--- src/rtl/prio_irq_queue.sv ---
// Prioritised interrupt queue: per-source request FSMs feed one FIFO per priority level,
// and the head of the highest non-empty level above cpu_pri is presented to the CPU.
module prio_irq_queue #(
   parameter int NUM_SRC = 8,
   parameter int PRI_W   = 3,
   parameter int DEPTH   = 4
) (
   input  logic                       clk,
   input  logic                       rst_n,
   input  logic [NUM_SRC-1:0]         irq_req,
   input  logic [NUM_SRC*PRI_W-1:0]   src_pri,
   input  logic [PRI_W-1:0]           cpu_pri,
   output logic [NUM_SRC-1:0]         irq_ack,
   output logic                       int_valid,
   output logic [$clog2(NUM_SRC)-1:0] int_src,
   output logic [PRI_W-1:0]           int_pri,
   input  logic                       int_take,
   output logic [(1<<PRI_W)-1:0]      lvl_full
);
   localparam int SRC_W   = $clog2(NUM_SRC);
   localparam int NUM_PRI = 1 << PRI_W;
   localparam int PTR_W   = $clog2(DEPTH);
   localparam int CNT_W   = PTR_W + 1;

   typedef enum logic [1:0] {S_IDLE, S_QUEUED, S_SERVICED} src_state_t;

   logic [PRI_W-1:0]   req_lvl  [NUM_SRC];
   logic [NUM_SRC-1:0] eligible;
   logic [SRC_W-1:0]   head_src [NUM_PRI];
   logic [NUM_PRI-1:0] lvl_busy;

   logic               grant_valid;
   logic [SRC_W-1:0]   grant_idx;
   logic [PRI_W-1:0]   grant_lvl;
   logic               top_found;
   logic [PRI_W-1:0]   top_lvl;
   logic               pop;

   genvar gi;

   // Lowest-index eligible source wins; scanning downward leaves the lowest index last.
   always_comb begin
      grant_valid = 1'b0;
      grant_idx   = '0;
      grant_lvl   = '0;
      for (int k = NUM_SRC - 1; k >= 0; k--) begin
         if (eligible[k]) begin
            grant_valid = 1'b1;
            grant_idx   = SRC_W'(k);
            grant_lvl   = req_lvl[k];
         end
      end
   end

   always_comb begin
      top_found = 1'b0;
      top_lvl   = '0;
      for (int l = 0; l < NUM_PRI; l++) begin
         if (lvl_busy[l]) begin
            top_found = 1'b1;
            top_lvl   = PRI_W'(l);
         end
      end
   end

   assign int_valid = top_found && (top_lvl > cpu_pri);
   assign int_src   = int_valid ? head_src[top_lvl] : '0;
   assign int_pri   = int_valid ? top_lvl : '0;
   assign pop       = int_take && int_valid;

   generate
      for (gi = 0; gi < NUM_SRC; gi++) begin : g_src
         src_state_t state_reg;
         logic       ack_reg;
         logic       won;

         assign req_lvl[gi]  = src_pri[gi*PRI_W +: PRI_W];
         assign eligible[gi] = (state_reg == S_IDLE) && irq_req[gi] && !lvl_full[req_lvl[gi]];
         assign won          = grant_valid && (grant_idx == SRC_W'(gi));
         assign irq_ack[gi]  = ack_reg;

         always_ff @(posedge clk or negedge rst_n) begin
            if (!rst_n) begin
               state_reg <= S_IDLE;
               ack_reg   <= 1'b0;
            end else begin
               ack_reg <= won;
               case (state_reg)
                  S_IDLE:     if (won) state_reg <= S_QUEUED;
                  S_QUEUED:   if (pop && (int_src == SRC_W'(gi))) state_reg <= S_SERVICED;
                  // A request still held after service must drop before it can queue again.
                  S_SERVICED: if (!irq_req[gi]) state_reg <= S_IDLE;
                  default:    state_reg <= S_IDLE;
               endcase
            end
         end
      end

      for (gi = 0; gi < NUM_PRI; gi++) begin : g_lvl
         logic [SRC_W-1:0] mem [DEPTH];
         logic [PTR_W-1:0] rd_ptr_reg;
         logic [PTR_W-1:0] wr_ptr_reg;
         logic [CNT_W-1:0] count_reg;
         logic             push_en;
         logic             pop_en;

         assign push_en      = grant_valid && (grant_lvl == PRI_W'(gi));
         assign pop_en       = pop && (top_lvl == PRI_W'(gi));
         assign lvl_full[gi] = (count_reg == CNT_W'(DEPTH));
         assign lvl_busy[gi] = (count_reg != '0);
         assign head_src[gi] = mem[rd_ptr_reg];

         always_ff @(posedge clk or negedge rst_n) begin
            if (!rst_n) begin
               rd_ptr_reg <= '0;
               wr_ptr_reg <= '0;
               count_reg  <= '0;
            end else begin
               if (push_en) wr_ptr_reg <= wr_ptr_reg + PTR_W'(1);
               if (pop_en)  rd_ptr_reg <= rd_ptr_reg + PTR_W'(1);
               case ({push_en, pop_en})
                  2'b10:   count_reg <= count_reg + CNT_W'(1);
                  2'b01:   count_reg <= count_reg - CNT_W'(1);
                  default: count_reg <= count_reg;
               endcase
            end
         end

         // Entry storage carries no reset; only the pointers and count define validity.
         always_ff @(posedge clk) begin
            if (push_en) mem[wr_ptr_reg] <= grant_idx;
         end
      end
   endgenerate
endmodule

--- config.mk ---
export PLATFORM = sky130hd
export DESIGN_NAME = prio_irq_queue
export DESIGN_NICKNAME = d
export VERILOG_FILES = /design/src/rtl/prio_irq_queue.sv
export SDC_FILE = /design/constraint.sdc
export NUM_CORES = 1
export LEC_CHECK = 0
export ABC_AREA = 1
export BUFFER_PORTS_ARGS = -buffer_cell sky130_fd_sc_hd__buf_2
export CELL_PAD_IN_SITES_DETAIL_PLACEMENT = 2
export CELL_PAD_IN_SITES_GLOBAL_PLACEMENT = 2
export CORE_UTILIZATION = 35
export CTS_BUF_LIST = sky130_fd_sc_hd__clkbuf_16
export CTS_CLUSTER_DIAMETER = 50
export DETAILED_ROUTE_END_ITERATION = 8
export PLACE_DENSITY = 0.74
export SLEW_MARGIN = 10
export SYNTH_ARGS = -nofsm -noshare
export SYNTH_HDL_FRONTEND = slang
export SYNTH_SLANG_ARGS = --single-unit
--- constraint.sdc ---
create_clock -name clk -period 3.1 [get_ports clk]
set_input_delay 0.155 -clock clk [delete_from_list [all_inputs] [get_ports clk]]
set_output_delay 0.155 -clock clk [all_outputs]
set_load 0.02 [all_outputs]
Word level (Yosys, flattened, before mapping)

Memory sizes are Yosys's and may differ from the RTL's.
Cells that the tools add are included.

Bits in registers: 80
Bits in writable memories: 96
Word-level logic and storage cells: 393
Memories kept: 8

Memory list:

| name            | depth | bits a word | read ports | clocked after Yosys merged registers in | write ports | line | source |
|---|---|---|---|---|---|---|---|
| g_lvl[0].mem    | 4     | 3           | 1          | 0                                       | 1           | 100  | `logic [SRC_W-1:0] mem [DEPTH];` |
| g_lvl[1].mem    | 4     | 3           | 1          | 0                                       | 1           | 100  |  |
| g_lvl[2].mem    | 4     | 3           | 1          | 0                                       | 1           | 100  |  |
| g_lvl[3].mem    | 4     | 3           | 1          | 0                                       | 1           | 100  |  |
| g_lvl[4].mem    | 4     | 3           | 1          | 0                                       | 1           | 100  |  |
| g_lvl[5].mem    | 4     | 3           | 1          | 0                                       | 1           | 100  |  |
| 2 more memories | n/a   | n/a         | n/a        | n/a                                     | n/a         | n/a  |  |

Add/sub/neg operators: 32
$lt $le $gt $ge: 10
Equality and inequality tests: 92
Mux-type cells: 116
Bitwise gates (word level): 1
Reduce and logical (&&, ||, !) cells: 94

Operators by type and width:

| operator            | number |
|---|---|
| $mux 3              | 26 |
| $eq 3x3->1 const B  | 24 |
| $logic_and 1x1->1   | 50 |
| $mux 2              | 24 |
| $ne 2x2->1 const B  | 24 |
| $pmux 2 s3          | 8 |
| $pmux 3 s2          | 8 |
| $mux 1              | 41 |
| $add 2x1->2 const B | 16 |
| $eq 2x1->1 const B  | 16 |
| $eq 2x2->1 const B  | 16 |
| $lt 3x4->1 const B  | 8 |
| $add 3x1->3 const B | 8 |
| $bmux 1 s3          | 8 |
| $eq 3x2->1 const B  | 8 |
| $reduce_and 3->1    | 8 |
| $reduce_bool 3->1   | 8 |
| $sub 3x1->3 const B | 8 |
| $logic_not 2->1     | 8 |
| $reduce_bool 2->1   | 8 |
| $eq 3x1->1 const B  | 4 |
| $logic_not 3->1     | 4 |
| $bmux 3 s3          | 1 |
| $logic_not 1->1     | 8 |
| 3 further kinds     | 3 |

Depth between registers and ports, before layout

Gate-level depths: netlist of run 1.

Depth after elaboration: 17
Mapped depth: 25

Least setup slack after synthesis of run 1

OpenSTA, ideal clock, no wires.

Kind: register to register
Start: reg g_lvl[2].count_reg[1]
End: reg g_lvl[0].count_reg[2]
Arrival: 3.297 ns
Data required time: 2.969 ns
Slack: -0.328 ns
Cell stages (with the launch flop): 22
Buffers on the path: 0
Clock period less this slack: 3.428 ns
Cells stage by stage: dfrtp_1 > nor2_4 > nand2_1 > o21ai_1 > nand2_1 > nand2_2 > nand2_1 > nand2_2 > inv_1 > ha_1 > nand3b_1 > a32oi_1 > o21ai_2 > nor2_1 > nand2_1 > nor2_1 > ha_1 > inv_1 > fa_1 > a21oi_1 > o21ai_0 > xor2_1

RTL lines:

| element                                         | line | source |
|---|---|---|
| start, declared                                 | 103  | `logic [CNT_W-1:0] count_reg;` |
| start signal, assigned                          | 122  | `2'b10: count_reg <= count_reg + CNT_W'(1);` |
| start signal, assigned                          | 123  | `2'b01: count_reg <= count_reg - CNT_W'(1);` |
| start signal, assigned                          | 124  | `default: count_reg <= count_reg;` |
| $reduce_bool 3->1 *                             | 110  | `assign lvl_busy[gi] = (count_reg != '0);` |
| $mux 3 (6 in a row)                             | 59   | `if (lvl_busy[l]) begin` |
| $gt 3x3->1                                      | 66   | `assign int_valid = top_found && (top_lvl > cpu_pri);` |
| $logic_and 1x1->1                               | 66   |  |
| $logic_and 1x1->1                               | 69   | `assign pop = int_take && int_valid;` |
| $logic_and 1x1->1 *                             | 108  | `assign pop_en = pop && (top_lvl == PRI_W'(gi));` |
| named net g_lvl[0].pop_en                       | 105  | `logic pop_en;` |
| $eq 2x1->1 or $eq 2x2->1 (tied branches)        | 121  | `case ({push_en, pop_en})` |
| $pmux 3 s2 or $reduce_bool 2->1 (tied branches) | n/a  |  |
| end signal, assigned                            | 122  |  |
| end signal, assigned                            | 123  |  |
| end signal, assigned                            | 124  |  |
| end, declared                                   | 103  |  |

Mark *: on every way through the listed nets, which the timed path passes. The rest lies on a longest branch. The select of a mux whose other input is x is not followed.
A chain may end at the register's enable or synchronous reset.

Worst setup path after layout of run 1

Start: reg g_lvl[7].count_reg[1]
End: reg g_lvl[0].count_reg[2]

RTL lines:

| element                                         | line |
|---|---|
| start, declared                                 | 103 |
| start signal, assigned                          | 122 |
| start signal, assigned                          | 123 |
| start signal, assigned                          | 124 |
| $reduce_bool 3->1 *                             | 110 |
| $mux 3                                          | 59 |
| $gt 3x3->1                                      | 66 |
| $logic_and 1x1->1                               | 66 |
| $logic_and 1x1->1                               | 69 |
| $logic_and 1x1->1 *                             | 108 |
| named net g_lvl[0].pop_en                       | 105 |
| $eq 2x1->1 or $eq 2x2->1 (tied branches)        | 121 |
| $pmux 3 s2 or $reduce_bool 2->1 (tied branches) | n/a |

Marks and branches as above.

==> results of run 1 <==
-- worst paths after layout --
path | end | startpoint | slack [ns]
max in group asynchronous | g_lvl[7].count_reg[1] | rst_n | 1.91
worst max register to register | g_lvl[0].count_reg[2] | g_lvl[7].count_reg[1] | -0.69
worst max-delay path | g_lvl[0].count_reg[2] | g_lvl[7].count_reg[1] | -0.69
worst min-delay path | g_src[7].state_reg[1] | irq_req[7] | 0.02
worst min register to register | g_lvl[3].rd_ptr_reg[1] | g_lvl[3].rd_ptr_reg[1] | 0.57
min in group asynchronous | g_lvl[1].wr_ptr_reg[0] | rst_n | 0.30
-- cells by family (layout without fill, tap and decap cells) --
kind of cell    after synthesis  after routing  synth area share, %
xor+xnor                     26             26                 2.33
flops                       176            176                 50.1
buf+inv                     194            499                 8.02
mux                           3              3                0.346
compound gates              141            141                 8.59
fa+ha+maj                    51             51                 7.16
simple gates                483            483                 23.5
-- power by group through the flow --
stage	sequential, uW	combinational (uW)	clock [uW]
3_5_place_dp	3880	6450	0
3_3_place_gp	3820	6090	0
6_report	4010	10100	2400
4_1_cts	3850	7520	2310
5_1_grt	4040	10500	2470
2_1_floorplan	3790	3370	0
-- per-layer routing --
metal	global-route usage (%)	wire, um	vias to the layer above
met5	0	0	-
met4	15.7	3690	0
met3	4.93	2600	218
met2	56.5	27000	449
met1	36.8	20400	5067
li1	-	-	4124
-- layout make-up --
| cell class | instances | area share (%) |
|---|---|---|
| Clock buffer | 17 | 2.96 |
| Clock inverter | 15 | 1.20 |
| Inverter | 173 | 5.03 |
| Multi-Input combinational cell | 704 | 37.2 |
| Sequential cell | 176 | 34.1 |
| Tap cell | 372 | 3.24 |
| Timing Repair Buffer | 294 | 16.3 |
-- critical path, delay by kind of cell (launching register included) --
family	cells	cell delay (ns)
compound gates	4	0.59
xor+xnor	1	0.25
buf+inv	2	0.23
flops	1	0.45
simple gates	8	1.23
fa+ha+maj	3	0.91
-- synth_stat cells, drive strengths merged --
master / number / area (sq um)
nor3b: 5 / 37.5
a21oi: 54 / 278
dfrtp: 80 / 2000
nand2: 239 / 945
xor2: 15 / 131
ha: 43 / 538
o211ai: 7 / 52.6
o22ai: 1 / 6.26
a32o: 8 / 80.1
a32oi: 1 / 8.76
o221ai: 1 / 15.0
nand3b: 2 / 15.0
nor3: 9 / 67.6
a31oi: 1 / 6.26
a22oi: 14 / 105
o2111ai: 1 / 8.76
fa: 8 / 160
a21o: 1 / 7.51
edfxtp: 96 / 2880
a21boi: 1 / 7.51
nand4: 33 / 231
buf: 14 / 106
mux2: 3 / 33.8
xnor2: 11 / 96.3
inv: 172 / 646
clkbuf: 7 / 26.3
nand3: 84 / 511
o21ai: 51 / 263
nor2: 111 / 484
clkinv: 1 / 3.75
-- timing repair --
item                                   4_1_cts  5_1_grt
setup endpoints to repair                  105      159
gates resized for setup                    157      240
hold buffers                                 8        0
pin swaps                                   60       85
endpoints found under the hold margin       55        0
setup buffers                               39       48
-- per-stage QoR --
stage          utilization (%)  setup WS, ns  area [sq um]  total power (uW)
6_report                  52.8        -0.688         14400             16500
5_1_grt                   52.8        -0.801         14400             17000
4_1_cts                   48.3        -0.264         13100             13700
3_5_place_dp              42.6        -0.492         11600             10300
3_3_place_gp              42.6        -0.259         11600              9910
2_1_floorplan                -       -0.0634          9800              7150
==> impl_metrics.ini, run 1 <==
[timing]
maxSlewHeadroom_pct = 41.9
slew_viol_final = 0
rsz0062_at_grt = true
finClkSkew_ns = 0.0202
layout_min_cycle_time_ns = 3.79
timing.final.crit_share_pct = 122
hold_viol_final = 0
max_freq_ghz = 0.264
setup_tns_ns = -22.81
fin_worst_hold_slack_ns = 0.0235
finalSetupViolCount = 154
setup_ws_ns = -0.688
tightestPinTransition_ns = 0.871

[cells_and_area]
drive_gt1_share_pct = 43.7
multiInputGateArea_sq_um = 5340
final_cell_mix = buf_4, nand2_1, inv_1, edfxtp_1, dfrtp_1
syn_to_final_growth_pct = 47.1
largest_reg_flops = 96
final_common_cell = buf_4
stdcell_count = 1751
ff_latch_area_sq_um = 4890
fin_nets = 1455
fillCellCount = 2770
insertedDiodeCount = 0

[logic_synthesis]
ys_types = 45
synth.net_count = 1163
synthCells = 1074
syn-mean-instance-area_sq_um = 9.08
netlist_area_sq_um = 9760
ys_seq_area_share_pct = 50.1
ys_warn_count = 0
synth-seq-cells = 176

[outcome]
failed_checks = setup timing
status = finished with violations

[route]
dr.pass1.iters = 5
drc = 0
routed_wl_mm = 53.7
wl_per_cell_um = 30.7
antenna_left = 0
vias = 9858
drt_first_iter_violations = 597
viasPerCell = 5.63

[worst_setup_path]
cp_slowest_cell = dfrtp_2
crit_path_end_kind = register
path_class = register to register
slowest_delay_ns = 0.45
cpMostUsedCell = nor2_4
crit_path_start_kind = register
crit_arrival_ns = 4.14
worst_r2r_path_depth = 18
cp_max_fo = 5
cp_cell_sequence = nor2_4 > nand2_1 > nor2_2 > nand2_2 > ha_1 > nand3b_1 > a32oi_2 > buf_4 > o21ai_4 > nor2_4 > nand2_4 > nor2_4 > ha_4 > inv_2 > fa_2 > a21oi_2 > o21ai_1 > xor2_1
worstPathRequired_ns = 3.45

[pwr]
p_per_area_nw_per_um2 = 1150
p_sw_uw = 8160
internal_power_uw = 8370
combPwrFrac_pct = 61.2
swShare_pct = 49.4
seq_power_share_pct = 24.3
power.share.clock_pct = 14.5
vdd_drop_max_uv = 471
p_leak_uw = 0.00645

[floorplan]
dieWidth_um = 169
row_count = 60
die_area_sq_um = 28500
start_util_pct = 35.9
coreArea_sq_um = 27200
die_h_um = 169
io_pins = 61

[placed_design]
dpl.hpwl_mm = 26.4
placed_cells = 1628
port_buffers = 60
gp_congestion = 0.822

[global_route]
grt_max_degree = 51
grt_usage_pct = 31.6
grt_overflow = 0
antenna_found_initial = 0
grt_pass1_wl_mm = 66.1
grt_pass1_vias = 10500

[clocking]
htree_levels = 4
clk_path_buf_depth = 2
clock_latency_ns = 0.47
clk_pin_slew_ns = 0.09
clock-sinks = 176
cts_buffers = 17
tritoncts = yes
cts-root-buf = clkbuf_16

[worst_hold_path]
min_path_cells = 3
hold_path.class = input port to register

[flow_run]
max-cap-violations = 0
No activity file was read; power rests on OpenSTA's default activity.
==> inputs of run 2 (changes only) <==
--- a/config.mk
+++ b/config.mk
@@ -5,11 +5,11 @@
 export SDC_FILE = /design/constraint.sdc
 export NUM_CORES = 1
 export LEC_CHECK = 0
-export ABC_AREA = 1
+export ABC_AREA = 0
 export BUFFER_PORTS_ARGS = -buffer_cell sky130_fd_sc_hd__buf_2
 export CELL_PAD_IN_SITES_DETAIL_PLACEMENT = 2
 export CELL_PAD_IN_SITES_GLOBAL_PLACEMENT = 2
-export CORE_UTILIZATION = 35
+export CORE_UTILIZATION = 39
 export CTS_BUF_LIST = sky130_fd_sc_hd__clkbuf_16
 export CTS_CLUSTER_DIAMETER = 50
 export DETAILED_ROUTE_END_ITERATION = 8
==> run 2 against run 1 <==
Effect of this change:
- the run ends with hold timing, setup timing left
- power shrank 1.4%
- routed wire length is 3.6% lower
- area after synthesis shrank 1.5%
- critical endpoint is now g_lvl[2].count_reg[2]
- largest power group unchanged
==> impl_metrics.ini, run 2 <==
[outcome]
status = finished with violations
failed_checks = hold timing, setup timing

[cells_and_area]
fin_area_sq_um = 14200
final_common_cell = buf_4
post-route-util_pct = 58.6
largest_reg_flops = 96
ff_latch_area_sq_um = 4890
fillCellCount = 2223
stdcell_count = 1417
drive_gt1_share_pct = 55.6
fin_nets = 1168
syn_to_final_growth_pct = 47.9
multiInputGateArea_sq_um = 5390
final_cell_mix = buf_4, edfxtp_1, dfrtp_1, buf_2, buf_6

[worst_setup_path]
cp_max_fo = 7
crit_arrival_ns = 4.72
slowest_delay_ns = 0.48
cp_cell_sequence = buf_4 > or4b_1 > a32oi_1 > nor2_1 > o21ai_4 > a311oi_2 > o41a_1 > o31ai_4 > buf_6 > and3b_2 > inv_4 > ha_4 > inv_2 > fa_2 > xor2_1 > nor2_1 > xor2_1
cp_slowest_cell = or4b_1
crit_path_start_kind = register
worstPathRequired_ns = 3.47
path_class = register to register
crit_path_end_kind = register

[floorplan]
dieWidth_um = 159
die_area_sq_um = 25300
die_h_um = 159
coreArea_sq_um = 24200
io_pins = 61
row_count = 57
start_util_pct = 39.6

[logic_synthesis]
synth-seq-cells = 176
syn-mean-instance-area_sq_um = 12.6
ys_types = 87
netlist_area_sq_um = 9610
yosys-top-cells-area = edfxtp_1, dfrtp_1, mux4_2
yosysTopAreaCellShare_pct = 30.0
synth_edf_count = 96
ys_warn_count = 0
synthCells = 765
ys_seq_area_share_pct = 50.8
synth.net_count = 854
synth-main-ff-cell = edfxtp_1
synth_area_leader_cell = edfxtp_1
yosysMostFrequentCell = edfxtp_1
async_flop_share_pct = 45.5
synth_common_cells = edfxtp_1, dfrtp_1, inv_1

[timing]
fin_worst_hold_slack_ns = -0.0319
setup_ws_ns = -1.25
rsz0062_at_grt = true
max_freq_ghz = 0.230
slew_viol_final = 0
finalSetupViolCount = 272
timing.final.crit_share_pct = 140
finClkSkew_ns = 0.0251
tightestPinTransition_ns = 0.990
maxSlewHeadroom_pct = 34.0
hold_viol_final = 1
layout_min_cycle_time_ns = 4.35

[clocking]
cts-root-buf = clkbuf_16
clk_pin_slew_ns = 0.09
clock-sinks = 176
tritoncts = yes
clock_latency_ns = 0.48
cts_buffers = 17
clk_path_buf_depth = 2
htree_levels = 4

[route]
dr.pass1.iters = 5
viasPerCell = 6.07
drt_first_iter_violations = 640
drc = 0
vias = 8598
routed_wl_mm = 51.8
wl_per_cell_um = 36.6
antenna_left = 0

[pwr]
p_per_area_nw_per_um2 = 1150
p_leak_uw = 0.00598
vdd_drop_max_uv = 562

[placed_design]
gp_congestion = 0.846
dpl.hpwl_mm = 23.8
place_area_sq_um = 12000
placed_cells = 1306
port_buffers = 60

[global_route]
grt_max_degree = 62
antenna_found_initial = 1
grt_usage_pct = 35.3
grt_pass1_vias = 9041
grt_overflow = 0
grt_pass1_wl_mm = 64.1

[worst_hold_path]
hold_path.class = input port to register

[flow_run]
max-cap-violations = 0
==> run 2: path summary, 6_finish.rpt <==
check	from	end	slack, ns	depth (start not counted)
hold / removal	irq_req[2]	g_src[2].state_reg[1]	-0.03	3
min in group asynchronous	rst_n	g_lvl[5].rd_ptr_reg[1]	0.38	2
hold reg to reg	g_src[0].state_reg[1]	g_src[0].state_reg[1]	0.59	2
setup / recovery	g_lvl[4].count_reg[2]	g_lvl[2].count_reg[2]	-1.25	17
setup reg to reg	g_lvl[4].count_reg[2]	g_lvl[2].count_reg[2]	-1.25	17
max in group asynchronous	rst_n	g_src[1].state_reg[1]	1.93	3
==> run 2: critical path, delay by kind of cell (launching register included) <==
| family | cells | cell delay (ns) |
|---|---|---|
| buffers and inverters | 4 | 0.48 |
| and+or+nand+nor | 4 | 1.12 |
| AOI/OAI and AO/OA | 5 | 1.37 |
| xor gates and xnor gates | 2 | 0.38 |
| DFF | 1 | 0.43 |
| adders and majority gates | 2 | 0.49 |
==> run 2: cell type report <==
cell class / count / area share (%)
Sequential cell: 176 / 34.4
Antenna cell: 1 / 0.0176
Multi-Input combinational cell: 499 / 37.9
Timing Repair Buffer: 330 / 18.7
Inverter: 55 / 1.65
Clock inverter: 15 / 1.45
Tap cell: 324 / 2.85
Clock buffer: 17 / 2.99
==> run 2: through the flow <==
step	power [uW]	setup slack, ns	setup TNS (ns)
after floorplan	7430	-0.578	-11.37
after global placement	9690	-1.00	-72.88
after detailed placement	10300	-1.05	-86.99
after CTS	14200	-0.815	-60.82
after global routing	16600	-1.29	-145.62
final	16300	-1.25	-144.54
==> run 2: what timing repair did <==
item / CTS / global route
pin swaps: 57 / 51
gates cloned: 0 / 0
hold endpoints to repair: 65 / 0
hold buffers: 7 / 0
endpoints found under the setup margin: 205 / 271
buffers inserted: 51 / 37
gates resized for setup: 157 / 79
==> run 2: logic make-up after synthesis <==
logic type,share of synthesized area [%]
multiplexers,10.0
flip-flops,50.8
AND/OR/NAND/NOR,14.8
AO/OA/AOI/OAI,8.50
adder cells (fa/ha/maj),7.27
buffers and inverters,4.26
XOR/XNOR,4.38
==> run 2: routing by layer <==
| metal | GRT usage, % | share of wire [%] | up-vias | wire length, um |
|---|---|---|---|---|
| met2 | 62.9 | 51 | 460 | 26400 |
| met4 | 16.3 | 6.7 | 0 | 3450 |
| met1 | 41.5 | 37 | 4558 | 19300 |
| met3 | 6.02 | 5.1 | 191 | 2650 |
| li1 | - | - | 3389 | - |
| met5 | 0 | 0 | - | 0 |
==> run 2: power by group <==
part	internal, uW	switching, uW	total, uW
combinational	4360	5190	9550
clock	1370	1230	2610
sequential	3420	724	4140
total	9150	7150	16300
==> inputs of run 3 (changes only) <==
--- a/config.mk
+++ b/config.mk
@@ -14,6 +14,7 @@
 export CTS_CLUSTER_DIAMETER = 50
 export DETAILED_ROUTE_END_ITERATION = 8
 export PLACE_DENSITY = 0.74
+export SKIP_LAST_GASP = 1
 export SLEW_MARGIN = 10
 export SYNTH_ARGS = -nofsm -noshare
 export SYNTH_HDL_FRONTEND = slang
==> run 3 against run 2 <==
Effect of this change:
- critical path depth is 2 higher
- hold slack better by 0.062 ns
- power is 0.74% higher
- count of clock-buffer cells in the layout stayed put
- the flow finishes with violations (setup timing)
- clock skew is 0.0039 ns lower
- routed wire length is 1.1% lower
- die area stayed put
- combinational power is 2% higher
- final cell count is 0.78% higher
==> impl_metrics.ini, run 3 (synthesis results as in run 2) <==
[global_route]
grt_overflow = 0
grt_max_degree = 62
antenna_found_initial = 0
grt_pass1_vias = 9096
grt_pass1_wl_mm = 62.1
grt_usage_pct = 33.9

[worst_setup_path]
reg2reg_setup_slack_ns = -1.08
cp_slowest_cell = dfrtp_2
cp_max_fo = 8
path_class = register to register
crit_path_end_kind = register
slowest_delay_ns = 0.45
r2r_end = g_lvl[4].count_reg[2]
cp_cell_sequence = nor3b_4 > buf_4 > o32ai_2 > a2111oi_4 > buf_4 > o22ai_4 > a311oi_2 > o41a_1 > o31ai_4 > buf_6 > buf_4 > nor3b_4 > inv_2 > ha_4 > buf_4 > buf_4 > xor2_2 > nor2_2 > xor2_1
worstPathRequired_ns = 3.49
crit_arrival_ns = 4.57
crit_path_start_kind = register
timing.rr.start = g_lvl[6].count_reg[0]
cpMostUsedCell = buf_4
worst_r2r_path_depth = 19

[clocking]
clk_path_buf_depth = 2
clock-sinks = 176
cts-root-buf = clkbuf_16
clock_latency_ns = 0.47
clk_pin_slew_ns = 0.09
cts_buffers = 17
htree_levels = 4
tritoncts = yes

[timing]
rsz0062_at_grt = true
timing.final.crit_share_pct = 135
slew_viol_final = 0
setup_tns_ns = -117.46
finClkSkew_ns = 0.0212
finalSetupViolCount = 273
layout_min_cycle_time_ns = 4.18
max_freq_ghz = 0.239
maxSlewHeadroom_pct = 35.6
tightestPinTransition_ns = 0.966
hold_viol_final = 0
setup_ws_ns = -1.08

[outcome]
status = finished with violations
failed_checks = setup timing

[floorplan]
io_pins = 61
die_h_um = 159
coreArea_sq_um = 24200
dieWidth_um = 159
start_util_pct = 39.6
row_count = 57
die_area_sq_um = 25300

[pwr]
internal_power_uw = 9300
p_leak_uw = 0.00610
combPwrFrac_pct = 59.1
p_per_area_nw_per_um2 = 1130
swShare_pct = 43.4
power.share.clock_pct = 15.8
p_sw_uw = 7120
vdd_drop_max_uv = 534
seq_power_share_pct = 25.2

[route]
dr.pass1.iters = 5
viasPerCell = 5.99
vias = 8550
drt_first_iter_violations = 685
wl_per_cell_um = 35.9
antenna_left = 0
routed_wl_mm = 51.2
drc = 0

[cells_and_area]
post-route-util_pct = 59.7
fillCellCount = 2167
largest_reg_flops = 96
insertedDiodeCount = 0
final_common_cell = buf_4
drive_gt1_share_pct = 59.0
multiInputGateArea_sq_um = 5540
fin_nets = 1180
final_cell_mix = buf_4, edfxtp_1, dfrtp_1, buf_2, buf_6
ff_latch_area_sq_um = 4900
syn_to_final_growth_pct = 50.6

[worst_hold_path]
min_path_cells = 3
min_from = irq_req[1]
hold_path_end = g_src[1].state_reg[1]
hold_path.class = input port to register

[placed_design]
port_buffers = 60
dpl.hpwl_mm = 23.8
gp_congestion = 0.846

[flow_run]
max-cap-violations = 0
## run 3: cell types whose count changed in the layout (fill, tap and decap cells not counted), moves of 4 or more
cell	delta
buf_4	+9
nor2_1	-7
nor2_2	+7
xnor2_1	-5
xnor2_2	+5
a211oi_1	-4
a211oi_2	+4
## run 3: power groups by stage
stage | clock [uW] | sequential, uW | combinational [uW]
global placement | 0 | 3870 | 5830
global route | 2640 | 4180 | 9930
floorplan | 0 | 3840 | 3590
finish | 2590 | 4130 | 9700
detailed placement | 0 | 3970 | 6280
CTS | 2460 | 3970 | 7640
## run 3: metrics by stage
step | cells | hold slack (ns) | area [sq um] | total power [uW] | setup WS, ns
detailed placement | 1306 | 0.332 | 12000 | 10300 | -1.05
global placement | 1306 | 0.309 | 12000 | 9690 | -1.00
finish | 1428 | 0.0300 | 14500 | 16400 | -1.08
floorplan | 765 | -0.141 | 10000 | 7430 | -0.578
CTS | 1390 | 0.000695 | 13600 | 14100 | -0.815
global route | 1428 | 0.0543 | 14500 | 16700 | -1.17
## run 3: critical path, delay by kind of cell (launching register included)
| kind | cells | cell delay [ns] |
|---|---|---|
| AO/OA/AOI/OAI | 6 | 1.20 |
| XOR/XNOR | 2 | 0.33 |
| adder cells (fa/ha/maj) | 1 | 0.17 |
| buffers and inverters | 7 | 1.10 |
| flip-flops | 1 | 0.45 |
| AND/OR/NAND/NOR | 3 | 0.83 |
## run 3: per-layer routing
layer	vias up	track usage, %	part of all wire, %
met5	-	0	0
li1	3405	-	-
met2	457	60.4	51
met3	197	5.68	5.2
met4	0	16.4	6.3
met1	4491	39.7	38
## run 3: worst max-delay path by stage
stage / to / cells past startpoint / slack (ns) / from
5_1_grt: g_lvl[2].count_reg[2] / 17 / -1.17 / g_lvl[4].count_reg[2]
3_3_place_gp: g_lvl[6].count_reg[2] / 16 / -1.00 / g_lvl[3].count_reg[0]
3_5_place_dp: g_lvl[6].count_reg[2] / 16 / -1.05 / g_lvl[3].count_reg[0]
6_report: g_lvl[4].count_reg[2] / 19 / -1.08 / g_lvl[6].count_reg[0]
4_1_cts: g_lvl[6].count_reg[2] / 17 / -0.82 / g_lvl[2].count_reg[1]
2_1_floorplan: g_lvl[2].count_reg[2] / 15 / -0.58 / g_lvl[6].count_reg[0]
## run 3: layout make-up
type | instances | area share (%)
inverters | 55 | 1.62
flip-flops and latches | 176 | 33.8
well taps | 324 | 2.80
clock buffers | 17 | 2.94
clock inverters | 15 | 1.43
repair buffers | 342 | 19.1
multi-input cells | 499 | 38.3
## run 3: repair_timing
item / 4_1_cts / 5_1_grt
hold buffers: 7 / 0
setup endpoints to repair: 205 / 272
pin swaps: 57 / 82
resized for setup: 133 / 139
endpoints found under the hold margin: 65 / 0
buffers inserted: 51 / 58
